$ cat src/rtl/bus_mem_responder.sv
// bus_mem_responder
//   Word-addressed 2^AW x 16 memory answering the CPU en/rdwr/addr bus, with a
//   byte-serial program loader that owns the memory while ld_mode is high.
//
// Ports
//   clkin     system clock, rising edge
//   rst       asynchronous active-high reset (control state and outputs only;
//             memory contents are not reset)
//   en        CPU bus cycle request
//   rdwr      0 = read, 1 = write (valid with en)
//   addr      CPU word address, only addr[AW-1:0] decoded (upper bits alias)
//   wdata     CPU write data
//   rdata     registered read data, holds between reads
//   ld_mode   1 = loader owns memory, CPU port ignored
//   ld_valid  loader byte strobe, honoured only while ld_ready
//   ld_byte   loader byte (low byte first, then high byte)
//   ld_ready  loader can accept a byte this cycle (decoded from state only)
//   ld_words  words written since ld_mode rose, saturating at 2^AW
//   cpu_hold  ld_mode delayed one cycle, used to hold the CPU in reset
module bus_mem_responder #(
  parameter int unsigned AW = 5
) (
  input  logic          clkin,
  input  logic          rst,
  input  logic          en,
  input  logic          rdwr,
  input  logic [11:0]   addr,
  input  logic [15:0]   wdata,
  output logic [15:0]   rdata,
  input  logic          ld_mode,
  input  logic          ld_valid,
  input  logic [7:0]    ld_byte,
  output logic          ld_ready,
  output logic [AW:0]   ld_words,
  output logic          cpu_hold
);

  localparam int unsigned DEPTH     = 1 << AW;
  localparam logic [AW:0] WORDS_MAX = (AW+1)'(DEPTH);

  typedef enum logic [1:0] {
    S_IDLE,
    S_LO,
    S_HI,
    S_WR
  } ld_state_t;

  ld_state_t     state_q;
  ld_state_t     state_d;

  logic [AW-1:0] ptr_q;
  logic [7:0]    lo_q;
  logic [7:0]    hi_q;
  logic [15:0]   mem [DEPTH];

  logic          lo_en;
  logic          hi_en;
  logic          ld_wr;
  logic          ld_clr;
  logic          cpu_rd;
  logic          cpu_wr;
  logic [AW-1:0] cpu_a;

  // Upper address bits are intentionally not decoded.
  logic          unused_addr_hi;
  assign unused_addr_hi = ^addr[11:AW];

  assign cpu_a  = addr[AW-1:0];
  assign cpu_rd = en & ~rdwr & ~ld_mode;
  assign cpu_wr = en &  rdwr & ~ld_mode;

  // Loader next-state and control decode.
  always_comb begin
    state_d  = state_q;
    ld_ready = 1'b0;
    lo_en    = 1'b0;
    hi_en    = 1'b0;
    ld_wr    = 1'b0;
    ld_clr   = 1'b0;
    case (state_q)
      S_IDLE: begin
        if (ld_mode) begin
          state_d = S_LO;
          ld_clr  = 1'b1;
        end
      end
      S_LO: begin
        ld_ready = 1'b1;
        if (!ld_mode) begin
          state_d = S_IDLE;
        end else if (ld_valid) begin
          lo_en   = 1'b1;
          state_d = S_HI;
        end
      end
      S_HI: begin
        ld_ready = 1'b1;
        if (!ld_mode) begin
          state_d = S_IDLE;
        end else if (ld_valid) begin
          hi_en   = 1'b1;
          state_d = S_WR;
        end
      end
      S_WR: begin
        // The assembled word is committed even if ld_mode has just fallen.
        ld_wr   = 1'b1;
        state_d = ld_mode ? S_LO : S_IDLE;
      end
      default: state_d = S_IDLE;
    endcase
  end

  always_ff @(posedge clkin or posedge rst) begin
    if (rst) begin
      state_q <= S_IDLE;
    end else begin
      state_q <= state_d;
    end
  end

  always_ff @(posedge clkin or posedge rst) begin
    if (rst) begin
      ptr_q    <= '0;
      lo_q     <= '0;
      hi_q     <= '0;
      ld_words <= '0;
      cpu_hold <= 1'b0;
      rdata    <= '0;
    end else begin
      cpu_hold <= ld_mode;
      if (lo_en) begin
        lo_q <= ld_byte;
      end
      if (hi_en) begin
        hi_q <= ld_byte;
      end
      if (ld_clr) begin
        ptr_q    <= '0;
        ld_words <= '0;
      end else if (ld_wr) begin
        ptr_q <= ptr_q + 1'b1;
        if (ld_words != WORDS_MAX) begin
          ld_words <= ld_words + 1'b1;
        end
      end
      if (cpu_rd) begin
        rdata <= mem[cpu_a];
      end
    end
  end

  // Memory array, not reset. A WR-state commit can share an edge with a CPU
  // write when ld_mode has just fallen, so both writes are honoured; on the
  // same address the loader word lands last.
  always_ff @(posedge clkin) begin
    if (cpu_wr) begin
      mem[cpu_a] <= wdata;
    end
    if (ld_wr) begin
      mem[ptr_q] <= {hi_q, lo_q};
    end
  end

endmodule

$ cat config.mk
export PLATFORM = sky130hd
export DESIGN_NAME = bus_mem_responder
export DESIGN_NICKNAME = d
export VERILOG_FILES = /design/src/rtl/bus_mem_responder.sv
export SDC_FILE = /design/constraint.sdc
export NUM_CORES = 1
export LEC_CHECK = 0
export CORE_ASPECT_RATIO = 0.8
export CORE_MARGIN = 4
export CORE_UTILIZATION = 63
export DETAILED_ROUTE_END_ITERATION = 8
export HOLD_SLACK_MARGIN = 0.08
export PLACE_DENSITY = 0.84
export RECOVER_POWER = 100
export SLEW_MARGIN = 40
export SYNTH_ARGS = -nofsm -noshare
export SYNTH_HDL_FRONTEND = slang
export SYNTH_SLANG_ARGS = --single-unit
$ cat constraint.sdc
create_clock -name clkin -period 3.6 [get_ports clkin]
set_input_delay 0.72 -clock clkin [delete_from_list [all_inputs] [get_ports clkin]]
set_output_delay 0.72 -clock clkin [all_outputs]
set_load 0.03 [all_outputs]
Word-level counts from Yosys, hierarchy flattened
Memories as Yosys holds them, arrays and structs flattened. A register that Yosys moved wholly into a read port is not among the register bits.
Cells that the tools add are included.
{"block": "op_classes", "addsub": 2, "n_eq_ne": 7, "mux": 24, "bitwise_logic": 6, "n_reduce_logical": 6}
{"op": "2-to-1 mux 6 bit", "n": 3}
{"op": "2-to-1 mux 1 bit", "n": 13}
{"op": "2-to-1 mux 2 bit", "n": 5}
{"op": "2-to-1 mux 5 bit", "n": 2}
{"op": "one-hot mux 2 bit (4 select lines)", "n": 1}
{"op": "adder 6 x 1 -> 6 bit (second input constant)", "n": 1}
{"op": "!= test 3 bit (second input constant)", "n": 2}
{"op": "!= test 6 bit (second input constant)", "n": 1}
{"op": "adder 5 x 1 -> 5 bit (second input constant)", "n": 1}
{"op": "bitwise AND 1 bit", "n": 4}
{"op": "== test 2 bit (second input constant)", "n": 2}
{"op": "nonzero test 2 bit", "n": 2}
{"op": "AND reduction 3 bit", "n": 1}
{"op": "== test 2 x 1 -> 1 bit (second input constant)", "n": 1}
{"op": "logical NOT 2 bit", "n": 1}
{"op": "!= test 2 bit (second input constant)", "n": 1}
{"op": "NOT 1 bit", "n": 2}
{"op": "AND reduction 2 bit", "n": 1}
{"op": "OR reduction 2 bit", "n": 1}
{"block": "word_totals", "register_bits": 30, "ram_bits": 512, "in_bits": 42, "output_inout_bits": 24, "wordCells": 52, "n_memories": 1}
{"memory": "mem", "depth": 32, "word_bits": 16, "read_ports": 1, "rd_clocked_by_memory_dff": 1, "write_ports": 2, "line_no": "54", "rtl": "logic [15:0] mem [DEPTH];"}

Longest topological paths before layout
Gate-level depths: netlist (run 1).
{"block": "depth", "depth_word": 4, "ltp_mapped": 9, "mapped_depth_nobuf": 7}

Worst setup path after synthesis (run 1)
OpenSTA, ideal clock, no wires.
{"block": "synth_timing", "kind": "input port to flip-flop", "startpoint": "in addr[0]", "endpoint": "mem mem[0][0] (enable)", "setup_ns": 0.411, "arrival_ns": 2.919, "required_time_ns": 3.189, "slack_ns": 0.270, "stages": 7, "n_path_buf": 4, "path_cell_list": "buf_6 > buf_6 > buf_4 > buf_4 > nor2_1 > nand4b_1 > o21ai_0"}
{"item": "from (decl)", "line_no": "27", "rtl": "input logic [11:0] addr,"}
{"item": "to (decl)", "line_no": "54"}

==> run_results.csv, run 1 <==
group,metric,value,unit
run_status,outcome,"finished, violations left",
run_status,violations,"capacitance limit, slew limit",
clock_tree,htree_levels,2,
clock_tree,cts.path.max_buffers,3,
global_route,grt_pass1_wl,122000,µm
synth,synthDistinctLibCells,57,
hold_path,whs_endpoint,"lo_q[2]$_DFFE_PP0P_",
synth,synth_top_family_by_area,"multiplexers",
synth,postSynthCellCount,1847,
synth,async_flop_share,8.24,%
sta,drv_slew,31,
place,io_buffer_count,58,
global_route,grt_usage,34.7,%
die,die_area,48600,µm²
cells_and_area,fin_util,71.2,%
die,core,44500,µm²
cells_and_area,ff_latch_area,16500,µm²
setup_path,cp.required,3.94,ns
sta,setup_tns,0,ns
sta,slew_headroom,-33.1,%
setup_path,startpoint_type,"register",
hold_path,hold_class,"register to register",
cells_and_area,postLayoutCellArea,31600,µm²
detailed_routing,postRouteAntennaNets,0,
synth,yosysTopAreaCellShare,54.1,%
synth,yosysTopAreaCell,"edfxtp_1",
sta,finalHoldViolations,0,
hold_path,holdPathStages,1,
setup_path,r2r_start,"state_q[0]$_DFFE_PP0P_",
detailed_routing,wl_per_cell,32.9,µm
synth,yosys_most_used_dff,"edfxtp_1",
setup_path,critPathKind,"register to register",
place,placed_area,30100,µm²
clock_tree,cts_sinks,558,
detailed_routing,drt-total-wl,84300,µm
synth,synth_xor_area_share,0.247,%
cells_and_area,final_cell_mix,"mux2_2, edfxtp_1, mux2i_1, buf_4, nand2_1",
global_route,grt_pass1_vias,17681,
synth,synth-edff-count,512,
sta,finalCritPeriodShare,90.2,%
synth,synth_compound_area_share,3.06,%
setup_path,r2r_end,"mem[1][11]$_DFFE_PP_",
synth,netlist_area,28400,µm²
pwr,p_leak,10.7,nW
sta,fin_skew,0.0287,ns
setup_path,arrival,3.59,ns
synth,synthAdderAreaFrac,0.484,%
setup_path,reg2regPathDepth,6,
die,num_rows,69,
detailed_routing,drc,0,
die,die_h,198,µm
place,dpl.hpwl,53200,µm
pwr,power_density,511,nW/µm²
sta,finalSetupViolCount,0,
synth,synth.yosys.seq_area_share,58.1,%
cells_and_area,multi_input_area,10900,µm²
synth,synthMuxAreaShare,30.6,%
clock_tree,cts_root_buf,"clkbuf_16",
cells_and_area,nets,1968,
setup_path,cp_max_fo,17,
sta,period_needed,3.25,ns
global_route,grt_overflow,0,
synth,synth_nets,1900,
synth,ys_ff_latch,558,
cells_and_area,fillers,2879,
hold_path,min-delay-start,"lo_q[2]$_DFFE_PP0P_",
setup_path,r2r_slack,0.35,ns
detailed_routing,via_count,18014,
die,start_util,63.9,%
synth,yosys_warnings,0,
cells_and_area,syn_to_final_growth,11.3,%
die,io_pins,66,
synth,synth.area.top_cells,"edfxtp_1, mux2_2, mux4_2",
synth,synthSimpleGateAreaFrac,4.11,%
synth,avgSynthCellArea,15.4,µm²
clock_tree,cts_tree,"built",
detailed_routing,drt_iter0_drc,2573,
clock_tree,cts_buffers,54,
clock_tree,cts_resized,0,
global_route,antenna_found_initial,0,
sta,rsz0062_at_grt,"false",
clock_tree,cts.clk_slew.worst_paths,0.06,ns
detailed_routing,dr.pass1.iters,5,
cells_and_area,drive_gt1_share,40.0,%
job,cap_violations,1,
pwr,power,16.2,mW
global_route,grt_max_degree,50,
clock_tree,worstSkewPairLatency,0.60,ns
setup_path,worstSetupEndpointType,"register",
clock_tree,cts_setup_buffers,0,
pwr,peakVddDrop,515,µV
place,place.gp.congestion,1.05,
clock_tree,cts.hold.buffers_added,0,
sta,tightest_slew,2.00,ns
die,dieWidth,245,µm
sta,fmax,0.308,GHz
detailed_routing,routed_via_density,7.04,
-- layer usage --
metal | vias to the layer above | part of all wire (%) | global-route usage (%) | routed length, µm
li1 | 7327 | - | - | -
met2 | 1301 | 45 | 52.2 | 37500
met4 | 0 | 4.7 | 13.1 | 3950
met3 | 229 | 13 | 8.85 | 11300
met5 | - | 0 | 0 | 0
met1 | 9157 | 37 | 49.5 | 31500
-- final cells by class --
class                   count  area share [%]
flip-flops and latches    558            52.2
well taps                 603            2.38
repair buffers            205            5.02
inverters                   8          0.0949
diodes                      1         0.00791
multi-input cells        1088            34.5
clock inverters            13           0.617
clock buffers              84            5.10
-- worst max-delay path, stage by stage, from the launching register on --
cell and delay [ns]:
dfrtp_1 0.44, ha_1 0.39, and2_0 0.39, nand2_1 0.12, clkbuf_1 0.95, o21ai_0 0.39, buf_12 0.29
-- state kept, by name, indices dropped and copies added, names as in the netlist --
signal    count
cpu_hold      1
hi_q          8
ld_words      6
lo_q          8
mem         512
ptr_q         5
rdata        16
state_q       2
-- logic make-up (layout without fill, tap and decap cells) --
logic type               count (synthesis)  count (layout)
adder cells (fa/ha/maj)                 11              11
AO/OA/AOI/OAI                          134             134
other                                    0               1
flip-flops                             558             558
AND/OR/NAND/NOR                        241             241
multiplexers                           694             694
buffers and inverters                  201             310
XOR/XNOR                                 8               8
-- where the power goes --
group	internal, mW	switching (mW)	leakage [nW]
combinational	0.851	1.69	4.69
sequential	7.29	0.477	5.17
clock	3.42	2.43	0.887
total	11.6	4.60	10.7
-- how the worst max path moves through the flow --
stage,from,end,slack (ns)
after global routing,state_q[0]$_DFFE_PP0P_,mem[18][8]$_DFFE_PP_,0.32
after detailed placement,addr[2],rdata[13]$_DFFE_PP0P_,0.36
after CTS,state_q[0]$_DFFE_PP0P_,mem[0][4]$_DFFE_PP_,0.76
after global placement,addr[2],rdata[13]$_DFFE_PP0P_,0.32
final,state_q[0]$_DFFE_PP0P_,mem[1][11]$_DFFE_PP_,0.35
after floorplan,addr[0],mem[0][0]$_DFFE_PP_,0.27
-- metrics by stage --
stage          std cells  setup slack (ns)  hold WS (ns)
5_1_grt             2559             0.318         0.530
2_1_floorplan       1847             0.270         0.551
3_3_place_gp        2462             0.317         0.489
6_report            2560             0.354         0.513
4_1_cts             2559             0.757         0.475
3_5_place_dp        2462             0.359         0.500
-- synth_stat cells (4+ instances only) --
cell type,count
nand2_1,82
dfrtp_1,46
nor2b_1,9
clkbuf_1,115
a221oi_1,5
mux2_2,515
and2_1,6
inv_1,8
mux2i_1,90
o21ai_0,34
nand2b_1,6
or4_1,6
buf_6,6
nor3_1,11
a21oi_1,10
a22oi_1,20
buf_4,22
nand4_1,6
xor2_1,5
nand3_1,19
o22ai_1,36
a41oi_1,4
mux4_2,76
ha_1,11
buf_2,47
mux4_1,9
nor2_1,68
edfxtp_1,512
nor3_2,5
a31oi_1,9
nand4b_1,4
o21bai_1,5
No activity file was read; power rests on OpenSTA's default activity.
==> run 2: changes to the inputs <==
CORE_UTILIZATION = 64   (was 63)
DONT_BUFFER_PORTS = 1   (was not set)
PLACE_DENSITY = 0.83   (was 0.84)
TNS_END_PERCENT = 20   (was not set)
==> run 2 against run 1 <==
Net effect:
- the run still ends with capacitance limit, slew limit left
- worst hold slack worse by 0.38 ns
- non-clock buffer count down 113
- sequential share of layout area up 1.7 points
- critical path depth unchanged
- setup slack worse by 0.029 ns
- via count down 4.1%
- highest routed layer unchanged
==> run_results.csv, run 2 (synthesis gave the netlist of run 1 again) <==
group,metric,value,unit
detailed_routing,drt_iter0_drc,2489,
setup_path,cp.required,3.84,ns
cells_and_area,fillers,2847,
clock_tree,cts_root_buf,"clkbuf_16",
job,cap_violations,1,
cells_and_area,top_regs,"mem x512, rdata x16",
cells_and_area,largest_reg_flops,512,
pwr,combPwrFrac,12.8,%
clock_tree,cts_sinks,558,
run_status,outcome,"finished, violations left",
sta,slew_headroom,-62.1,%
clock_tree,cts.clk_slew.worst_paths,0.07,ns
pwr,p_leak,10.2,nW
global_route,grt_pass1_wl,117000,µm
sta,tightest_slew,2.42,ns
sta,setup_tns,0,ns
pwr,pwr-share-seq,50.0,%
setup_path,critPathKind,"register to register",
clock_tree,cts_setup_buffers,0,
die,die_h,196,µm
clock_tree,cts.hold.buffers_added,0,
clock_tree,htree_levels,2,
pwr,p_clk_share,37.2,%
detailed_routing,drt-total-wl,80400,µm
sta,rsz0062_at_grt,"false",
detailed_routing,dr.pass1.iters,5,
global_route,antenna_found_initial,1,
global_route,grt_usage,33.4,%
setup_path,crit_path_cell_trace,"ha_1 -> and2_0 -> nand2_1 -> clkbuf_1 -> o21ai_0 -> clkbuf_2",
detailed_routing,routed_via_density,7.07,
global_route,grt_max_degree,176,
place,dpl.hpwl,49100,µm
detailed_routing,wl_per_cell,32.9,µm
sta,finalCritPeriodShare,91.0,%
cells_and_area,multi_input_area,11000,µm²
die,num_rows,68,
global_route,grt_pass1_vias,17026,
sta,finalSetupViolCount,0,
setup_path,worstSetupEndpointType,"register",
clock_tree,cts.path.max_buffers,3,
pwr,peakVddDrop,668,µV
sta,fin_skew,0.0202,ns
place,io_buffer_count,0,
setup_path,critPathMaxStageDelay,0.85,ns
clock_tree,cts_tree,"built",
die,die_area,47900,µm²
detailed_routing,via_count,17269,
cells_and_area,syn_to_final_growth,7.77,%
cells_and_area,final_cell_mix,"mux2_2, edfxtp_1, mux2i_1, nand2_1, mux4_2",
setup_path,cp_max_fo,17,
sta,finalHoldViolations,0,
setup_path,startpoint_type,"register",
global_route,grt_overflow,0,
die,io_pins,66,
die,start_util,65.4,%
setup_path,crit_slowest_cell,"clkbuf_1",
pwr,p_sw_share,27.6,%
cells_and_area,final_common_cell,"mux2_2",
pwr,power_density,512,nW/µm²
cells_and_area,drive_gt1_share,40.4,%
cells_and_area,ff_latch_area,16500,µm²
clock_tree,cts_resized,0,
clock_tree,worstSkewPairLatency,0.61,ns
die,dieWidth,244,µm
detailed_routing,drc,0,
detailed_routing,postRouteAntennaNets,0,
pwr,p_int,11.4,mW
place,place.gp.congestion,0.963,
hold_path,hold_class,"primary input to register",
sta,period_needed,3.27,ns
setup_path,arrival,3.52,ns
cells_and_area,nets,1855,
pwr,power,15.7,mW
cells_and_area,top_register,"mem",
run_status,violations,"capacitance limit, slew limit",
sta,fmax,0.305,GHz
cells_and_area,fin_util,70.5,%
pwr,netSwitchingPower,4.33,mW
sta,drv_slew,47,
die,core,43500,µm²
clock_tree,cts_buffers,54,
run 2: cell types whose count changed in the layout (fill, tap and decap cells not counted), moves of 8 or more:
cell,change
dlygate4sd3_1,-27
clkinv_1,+8
clkdlybuf4s50_1,-28
o22ai_2,+8
buf_4,-37
o22ai_1,-8
clkbuf_1,-14
clkbuf_8,-13
run 2: layout make-up:
cell class	count	share of cell area, %
inverter	8	0.102
clock inverter	28	0.980
multi-input combinational	1088	35.8
tap	595	2.43
sequential	558	54.0
antenna	1	0.00817
clock buffer	74	4.90
timing repair buffer	92	1.80
run 2: worst paths after layout:
kind                       cells past startpoint             endpoint              startpoint  slack [ns]
max in group asynchronous                      1  hi_q[2]$_DFFE_PP0P_                     rst        1.74
min reg2reg                                    1  hi_q[3]$_DFFE_PP0P_     hi_q[3]$_DFFE_PP0P_        0.51
min in group asynchronous                      1  lo_q[1]$_DFFE_PP0P_                     rst        0.65
max                                            6  mem[6][6]$_DFFE_PP_  state_q[0]$_DFFE_PP0P_        0.33
min                                            0   cpu_hold$_DFF_PP0_                 ld_mode        0.14
max reg2reg                                    6  mem[6][6]$_DFFE_PP_  state_q[0]$_DFFE_PP0P_        0.33
run 2: critical path, delay by kind of cell, from the launching register on:
family	cells	cell delay, ns
AOI/OAI and AO/OA	1	0.21
and+or+nand+nor	2	0.53
DFF	1	0.45
adders and majority gates	1	0.45
buffers and inverters	2	1.26
run 2: power groups by stage:
| stage | Clock (mW) | Sequential [mW] | Combinational (mW) |
|---|---|---|---|
| floorplan | 0 | 7.64 | 1.48 |
| global placement | 0 | 7.92 | 1.87 |
| detailed placement | 0 | 7.95 | 1.96 |
| CTS | 5.84 | 7.81 | 1.97 |
| global route | 6.13 | 7.85 | 2.09 |
| finish | 5.84 | 7.83 | 2.01 |
run 2: layer usage:
| layer | up-vias | GRT usage (%) | part of all wire, % |
|---|---|---|---|
| met1 | 8819 | 47.1 | 37 |
| met3 | 197 | 8.73 | 13 |
| met4 | 0 | 12.6 | 4.5 |
| met5 | - | 0 | 0 |
| met2 | 1141 | 51.0 | 45 |
| li1 | 7112 | - | - |
run 2: per-stage QoR:
stage               cell area (µm²)  hold WS, ns  instances  setup slack, ns
floorplan                     28400        0.551       1847            0.270
CTS                           30800       0.0929       2443            0.723
detailed placement            29000        0.497       2341            0.740
global placement              29000        0.489       2341            0.741
global route                  30600        0.127       2443            0.314
finish                        30600        0.136       2444            0.325
